$ cat config.mk
export PLATFORM = sky130hd
export DESIGN_NAME = vita_sync_encoder
export DESIGN_NICKNAME = d
export VERILOG_FILES = /design/src/rtl/vita_sync_encoder.sv
export SDC_FILE = /design/constraint.sdc
export NUM_CORES = 1
export LEC_CHECK = 0
export BUFFER_PORTS_ARGS = -buffer_cell sky130_fd_sc_hd__buf_2
export CAP_MARGIN = 25
export CORE_MARGIN = 2
export CORE_UTILIZATION = 55
export CTS_BUF_LIST = sky130_fd_sc_hd__clkbuf_4
export DETAILED_ROUTE_END_ITERATION = 8
export PLACE_DENSITY_LB_ADDON = 0.15
export SLEW_MARGIN = 10
export SYNTH_ARGS = -nofsm -noshare
export SYNTH_HDL_FRONTEND = slang
export SYNTH_SLANG_ARGS = --single-unit
$ cat constraint.sdc
create_clock -name par_clock -period 2.66 [get_ports par_clock]
set_clock_uncertainty 0.15 [all_clocks]
set_input_delay 0.133 -clock par_clock [delete_from_list [all_inputs] [get_ports par_clock]]
set_output_delay 0.133 -clock par_clock [all_outputs]
set_load 0.03 [all_outputs]
$ cat src/rtl/vita_sync_encoder.sv
// Sync-channel and four-lane data encoder for a VITA-style parallel sensor link.
// Emits FS/LS, IMG kernels, a per-line XOR checksum, FE/LE and blanking for each frame.
module vita_sync_encoder #(
  parameter int unsigned KERNELS = 8,
  parameter int unsigned LINES   = 4,
  parameter int unsigned HBLANK  = 4,
  parameter int unsigned VBLANK  = 8
) (
  input  logic        par_clock,
  input  logic        reset_n,
  input  logic        enable,
  input  logic        start,
  input  logic [31:0] pixel_data,
  output logic        pixel_ready,
  output logic [7:0]  sync,
  output logic [31:0] cam_d,
  output logic        busy,
  output logic        frame_done
);

  localparam int unsigned CW = 16;

  localparam logic [7:0] SYNC_FS  = 8'b1010_1010;
  localparam logic [7:0] SYNC_FE  = 8'b1100_1010;
  localparam logic [7:0] SYNC_LS  = 8'b0010_1010;
  localparam logic [7:0] SYNC_LE  = 8'b0100_1010;
  localparam logic [7:0] SYNC_BL  = 8'b0000_0101;
  localparam logic [7:0] SYNC_IMG = 8'b0000_1101;
  localparam logic [7:0] SYNC_CRC = 8'b0001_0110;
  localparam logic [7:0] SYNC_TP  = 8'b1110_1001;

  // Terminal counts; HBLANK_LAST is only consulted when HBLANK is non-zero.
  localparam logic [CW-1:0] KERNEL_LAST = CW'(KERNELS - 1);
  localparam logic [CW-1:0] LINE_LAST   = CW'(LINES - 1);
  localparam logic [CW-1:0] HBLANK_LAST = CW'(HBLANK - 1);
  localparam logic [CW-1:0] VBLANK_LAST = CW'(VBLANK - 1);

  typedef enum logic [2:0] {
    IDLE,
    LSTART,
    IMG,
    CRC,
    LEND,
    HBLK,
    VBLK
  } state_t;

  state_t         state;
  logic [CW-1:0]  line_cnt;
  logic [CW-1:0]  kernel_cnt;
  logic [CW-1:0]  blank_cnt;
  logic [31:0]    csum;

  // Request the next kernel one cycle ahead of every IMG output cycle.
  assign pixel_ready = (state == LSTART) ||
                       ((state == IMG) && (kernel_cnt != KERNEL_LAST));

  always_ff @(posedge par_clock or negedge reset_n) begin
    if (!reset_n) begin
      state      <= IDLE;
      line_cnt   <= '0;
      kernel_cnt <= '0;
      blank_cnt  <= '0;
      csum       <= '0;
      sync       <= SYNC_TP;
      cam_d      <= '0;
      busy       <= 1'b0;
      frame_done <= 1'b0;
    end else begin
      case (state)
        IDLE: begin
          frame_done <= 1'b0;
          if (start && enable) begin
            state    <= LSTART;
            line_cnt <= '0;
            csum     <= '0;
            busy     <= 1'b1;
            sync     <= SYNC_FS;
            cam_d    <= '0;
          end else begin
            sync  <= enable ? SYNC_TP : SYNC_BL;
            cam_d <= enable ? {4{SYNC_TP}} : 32'h0;
          end
        end

        // Accumulator restarts here: the first kernel replaces the old checksum.
        LSTART: begin
          state      <= IMG;
          kernel_cnt <= '0;
          csum       <= pixel_data;
          sync       <= SYNC_IMG;
          cam_d      <= pixel_data;
        end

        IMG: begin
          if (kernel_cnt == KERNEL_LAST) begin
            state <= CRC;
            sync  <= SYNC_CRC;
            cam_d <= csum;
          end else begin
            kernel_cnt <= kernel_cnt + 16'd1;
            csum       <= csum ^ pixel_data;
            sync       <= SYNC_IMG;
            cam_d      <= pixel_data;
          end
        end

        CRC: begin
          state <= LEND;
          sync  <= (line_cnt == LINE_LAST) ? SYNC_FE : SYNC_LE;
          cam_d <= '0;
        end

        LEND: begin
          cam_d     <= '0;
          blank_cnt <= '0;
          if (line_cnt == LINE_LAST) begin
            state      <= VBLK;
            sync       <= SYNC_BL;
            frame_done <= (VBLANK_LAST == '0);
          end else begin
            line_cnt <= line_cnt + 16'd1;
            if (HBLANK == 0) begin
              state <= LSTART;
              csum  <= '0;
              sync  <= SYNC_LS;
            end else begin
              state <= HBLK;
              sync  <= SYNC_BL;
            end
          end
        end

        HBLK: begin
          cam_d <= '0;
          if (blank_cnt == HBLANK_LAST) begin
            state <= LSTART;
            csum  <= '0;
            sync  <= SYNC_LS;
          end else begin
            blank_cnt <= blank_cnt + 16'd1;
            sync      <= SYNC_BL;
          end
        end

        // frame_done is raised on entry to the final blanking cycle.
        VBLK: begin
          if (blank_cnt == VBLANK_LAST) begin
            state      <= IDLE;
            busy       <= 1'b0;
            frame_done <= 1'b0;
            sync       <= enable ? SYNC_TP : SYNC_BL;
            cam_d      <= enable ? {4{SYNC_TP}} : 32'h0;
          end else begin
            blank_cnt  <= blank_cnt + 16'd1;
            frame_done <= ((blank_cnt + 16'd1) == VBLANK_LAST);
            sync       <= SYNC_BL;
            cam_d      <= '0;
          end
        end

        default: begin
          state <= IDLE;
          busy  <= 1'b0;
          sync  <= SYNC_TP;
          cam_d <= '0;
        end
      endcase
    end
  end

endmodule

# == Word level (Yosys, flattened, before mapping) ==
# Index checks and enable logic that the tools add are counted.
# op_classes
n_addsub,3
n_eq_ne,21
n_mux,36
bitwise,2
reduce_logical,17
# op_table
cell,count
32-bit case mux with 4 select lines,2
32-bit 2-to-1 mux,7
16-bit 2-to-1 mux,5
16-bit case mux with 2 select lines,2
8-bit case mux with 7 select lines,1
16-bit by 1-bit adder with 16-bit output (second input constant),3
16-bit by 3-bit == test with 1-bit output (second input constant),3
16-bit case mux with 3 select lines,1
16-bit by 2-bit == test with 1-bit output (second input constant),2
8-bit 2-to-1 mux,4
32-bit XOR,1
3-bit case mux with 7 select lines,1
16-bit by 3-bit != test with 1-bit output (second input constant),1
2-bit != test (second input constant),8
3-bit 2-to-1 mux,4
3-bit == test (second input constant),3
3-bit AND reduction,3
4-bit AND reduction,2
3-bit by 2-bit == test with 1-bit output (second input constant),2
6-bit 2-to-1 mux,1
1-bit case mux with 3 select lines,2
3-bit nonzero test,2
5-bit 2-to-1 mux,1
5-bit OR reduction,1
other kinds (11),17
# word_totals
reg_bits,125
in_bits,36
word_cells,88

# == Logic depth before layout (Yosys ltp) ==
# logic_depth
ltp_word,4
ltp_mapped,9
mapped_depth_nobuf,7

# == Worst setup path after synthesis ==
# OpenSTA, ideal clock, no wires.
# synth_path
path_type,register to register
startpoint,reg kernel_cnt[0]
endpoint,reg csum[0]
arrival_time_ns,1.860
t_required_ns,2.389
path_slack_ns,0.529
path_stages_with_launch,8
synth_period_minus_slack_ns,2.131
path_cell_list,dfrtp_1 ha_1 and4bb_1 nand4_2 o22ai_1 clkbuf_1 or3_1 a22o_1
# synth_via
elab_chain_cells,3
# synth_rtl
element,line_no,text
start: declaration,50,logic [CW-1:0] kernel_cnt;
start signal: assignment,101,kernel_cnt <= kernel_cnt + 16'd1;
16-bit by 3-bit == test with 1-bit output,96,if (kernel_cnt == KERNEL_LAST) begin
2-bit != test (no line),--,
4-bit AND reduction (no line),--,
end signal: assignment,90,csum <= pixel_data;
end signal: assignment,102,csum <= csum ^ pixel_data;
end: declaration,52,logic [31:0] csum;
# No other way between the ends.
# A chain may end at the register's enable or synchronous reset.

# == Worst setup path after layout ==
# layout_path
startpoint,reg kernel_cnt[0]
endpoint,out pixel_ready
# layout_via
elab_chain_cells,3
# layout_rtl
element,line_no,text
16-bit by 3-bit != test with 1-bit output,56,((state == IMG) && (kernel_cnt != KERNEL_LAST));
1-bit logical AND,56,
1-bit logical OR,55,assign pixel_ready = (state == LSTART) ||
end: declaration,14,"output logic pixel_ready,"
# No other way between the ends.

==> reports/summary.txt <==
final number of hold-violating endpoints: 0
met2 Track Usage GR: 42.0%
Worst Path Required: 2380 ps
type of the worst setup path: reg2out
CTS tree: done
met1 usage: 36.7%
core box area: 11500 um^2
Logic pwr share: 8.9%
clock buffer depth: 2
LEAKAGE: 0.00350 uW
Num CTS Buffers: 17
area leader, netlist: dfrtp_1
final core utilization: 68.2%
switching share of power: 24.9%
Seq pwr share: 51.0%
post-synthesis sequential area ratio: 48.2%
first-pass GRT wire length: 27.3 mm
peak supply drop: 0.379 mV
total net switching power: 991 uW
Rel. slew slack: 48.1%
total track usage: 26.8%
Via Count: 5869
Slew Viols, Final: 0
Worst-Margin Slew: 776 ps
Post-DP HPWL: 10.5 mm
final net count: 816
initial antenna violation count: 1
post-layout instance area: 7820 um^2
share of cells above drive strength 1: 21.8%
number of global-route vias before repair: 5528
most instantiated cells after synthesis: dfrtp_1, o21ai_0, nor2_1, a22o_1, nand2_1
outcome: finished, final reports clean
Worst path slowest cell: dfrtp_1
Starting Density: 56.7%
CTS sink cnt: 125
Seq cells post-synth: 125
power per cell area: 508 nW/um^2
Clock power frac: 40.1%
met3 usage: 5.95%
Setup-failing EPs final: 0
syn nets: 704
CP peak stage delay: 420 ps
Tightest Hold Check Type: in2reg
worst skew pair latency: 550 ps
GRT Max-Usage Layer: met2
startpoint types: flop
Rows: 39
post-synth cell types: 65
WP data arrival: 2290 ps
H-tree levels: 4
drt pass-1 iters: 7
Max-Cap Viols: 0
Post-synth EDFFs: 0
fin crit share: 96.7%
# IOs: 79
Vias/cell: 6.29
cell count after synthesis: 664
filler cell count: 876
Cell Area, Synth: 6510 um^2
Die H: 113 um
clk root buf: clkbuf_4
Tmin final: 2570 ps
Fmax: 0.389 GHz
Syn. warnings: 0
asr flop ratio synth: 100%
Primary FF master, synth: dfrtp_1
critical path peak fanout: 33
Die ar.: 12700 um^2
ANT nets after route: 0
crit-path cells: ha_1 -> and4bb_2 -> nand4_4 -> a21oi_4 -> inv_2 -> buf_8 -> clkbuf_4
Power, Total: 3980 uW
internal power: 2990 uW
global route total overflow: 0
WL/cell: 17.7 um
die width: 113 um
Area after DPL: 7010 um^2
Syn Area/Cell: 9.80 um^2
DRC Markers: 0
Syn-to-layout area delta: 20.2%
port bufs: 78
Synth top area share: 46.2%
pin count of the biggest net entering global routing: 55
Area contributors post-synth: dfrtp_1, a22o_1, a221o_1
DRT Wirelength: 16.5 mm
Initial DRC Count: 713
gpl congestion: 0.938
top-count cell post-synth: dfrtp_1
nature of the critical path endpoint: primary output
clk slew on worst S/H paths: 120 ps
==> cells by family after synthesis <==
logic type / after synthesis / share of synthesized area [%]
xor gates and xnor gates: 17 / 2.29
AOI/OAI and AO/OA: 203 / 22.6
buffers and inverters: 68 / 5.73
DFF: 125 / 48.2
muxes: 2 / 0.327
adders and majority gates: 4 / 0.769
and+or+nand+nor: 245 / 20.1
==> path summary, 6_finish.rpt <==
path | start | endpoint | slack [ps] | depth (start not counted)
min in group asynchronous | reset_n | sync[7] | 590 | 3
worst max register to register | kernel_cnt[0] | kernel_cnt[11] | 210 | 6
worst min register to register | frame_done | frame_done | 360 | 2
worst max-delay path | kernel_cnt[0] | pixel_ready | 90 | 7
max in group asynchronous | reset_n | csum[28] | 1410 | 4
worst min-delay path | pixel_data[8] | csum[8] | 210 | 3
==> area by class of cell <==
class | instances | area (um^2) | share of cell area, %
Antenna cell | 1 | 2.50 | 0.0320
Sequential cell | 125 | 3140 | 40.1
Inverter | 14 | 52.6 | 0.672
Clock buffer | 17 | 128 | 1.63
Timing Repair Buffer | 147 | 1060 | 13.6
Clock inverter | 15 | 220 | 2.82
Multi-Input combinational cell | 471 | 3040 | 38.9
Tap cell | 143 | 179 | 2.29
==> layer usage <==
| metal | routed length, um | vias up |
|---|---|---|
| met3 | 1150 | 24 |
| met5 | 0 | - |
| met1 | 7230 | 2888 |
| li1 | - | 2705 |
| met2 | 7880 | 252 |
| met4 | 278 | 0 |
==> metrics by stage <==
stage | hold WS (ps) | setup WS (ps) | TNS, ps | cells
floorplan | -313 | 529 | 0 | 664
detailed placement | 32.4 | 278 | 0 | 859
CTS | 172 | 12.4 | 0 | 928
finish | 212 | 88.3 | 0 | 933
global route | 202 | -10.1 | -10.1 | 933
global placement | 13.8 | 373 | 0 | 859
==> layout by cell type (no fill, tap or decap), types with 5 or more instances in the layout <==
cell,n
nor4_1,6
nor2_1,60
nand2_1,42
and2_1,5
a221o_1,32
nand3_1,23
inv_1,13
a22o_1,46
dlygate4sd3_1,36
buf_2,76
and3_1,9
buf_4,29
dfstp_2,5
clkbuf_4,18
or3_1,41
xnor2_1,12
a21oi_1,30
dfrtp_1,119
o21ai_0,63
nand4_1,15
and4_1,5
nor3_1,15
bufinv_16,5
xor2_1,5
==> power by group through the flow <==
stage               clock [uW]  combinational, uW  sequential, uW
CTS                       1620                354            2030
finish                    1600                353            2030
floorplan                    0                126            2100
detailed placement           0                308            2060
global route              1700                388            2040
global placement             0                296            2060
==> worst max-delay path, delay by kind of cell, from the launching register on <==
kind | cells | cell delay (ps)
buffers and inverters | 3 | 550
adder cells (fa/ha/maj) | 1 | 250
AND/OR/NAND/NOR | 2 | 430
AO/OA/AOI/OAI | 1 | 80
flip-flops | 1 | 420
==> registers in the layout (all words and copies together), names as in the netlist <==
name / count
cam_d: 32
csum: 32
blank_cnt: 16
kernel_cnt: 16
line_cnt: 16
sync: 8
state: 3
busy: 1
frame_done: 1
==> what timing repair did <==
item                                    4_1_cts  5_1_grt
hold buffers                                 37        0
buffers inserted                              0        4
endpoints found under the setup margin        1        1
hold endpoints to repair                    194        0
resized for setup                             5        5
(Power assumes the default switching activity.)
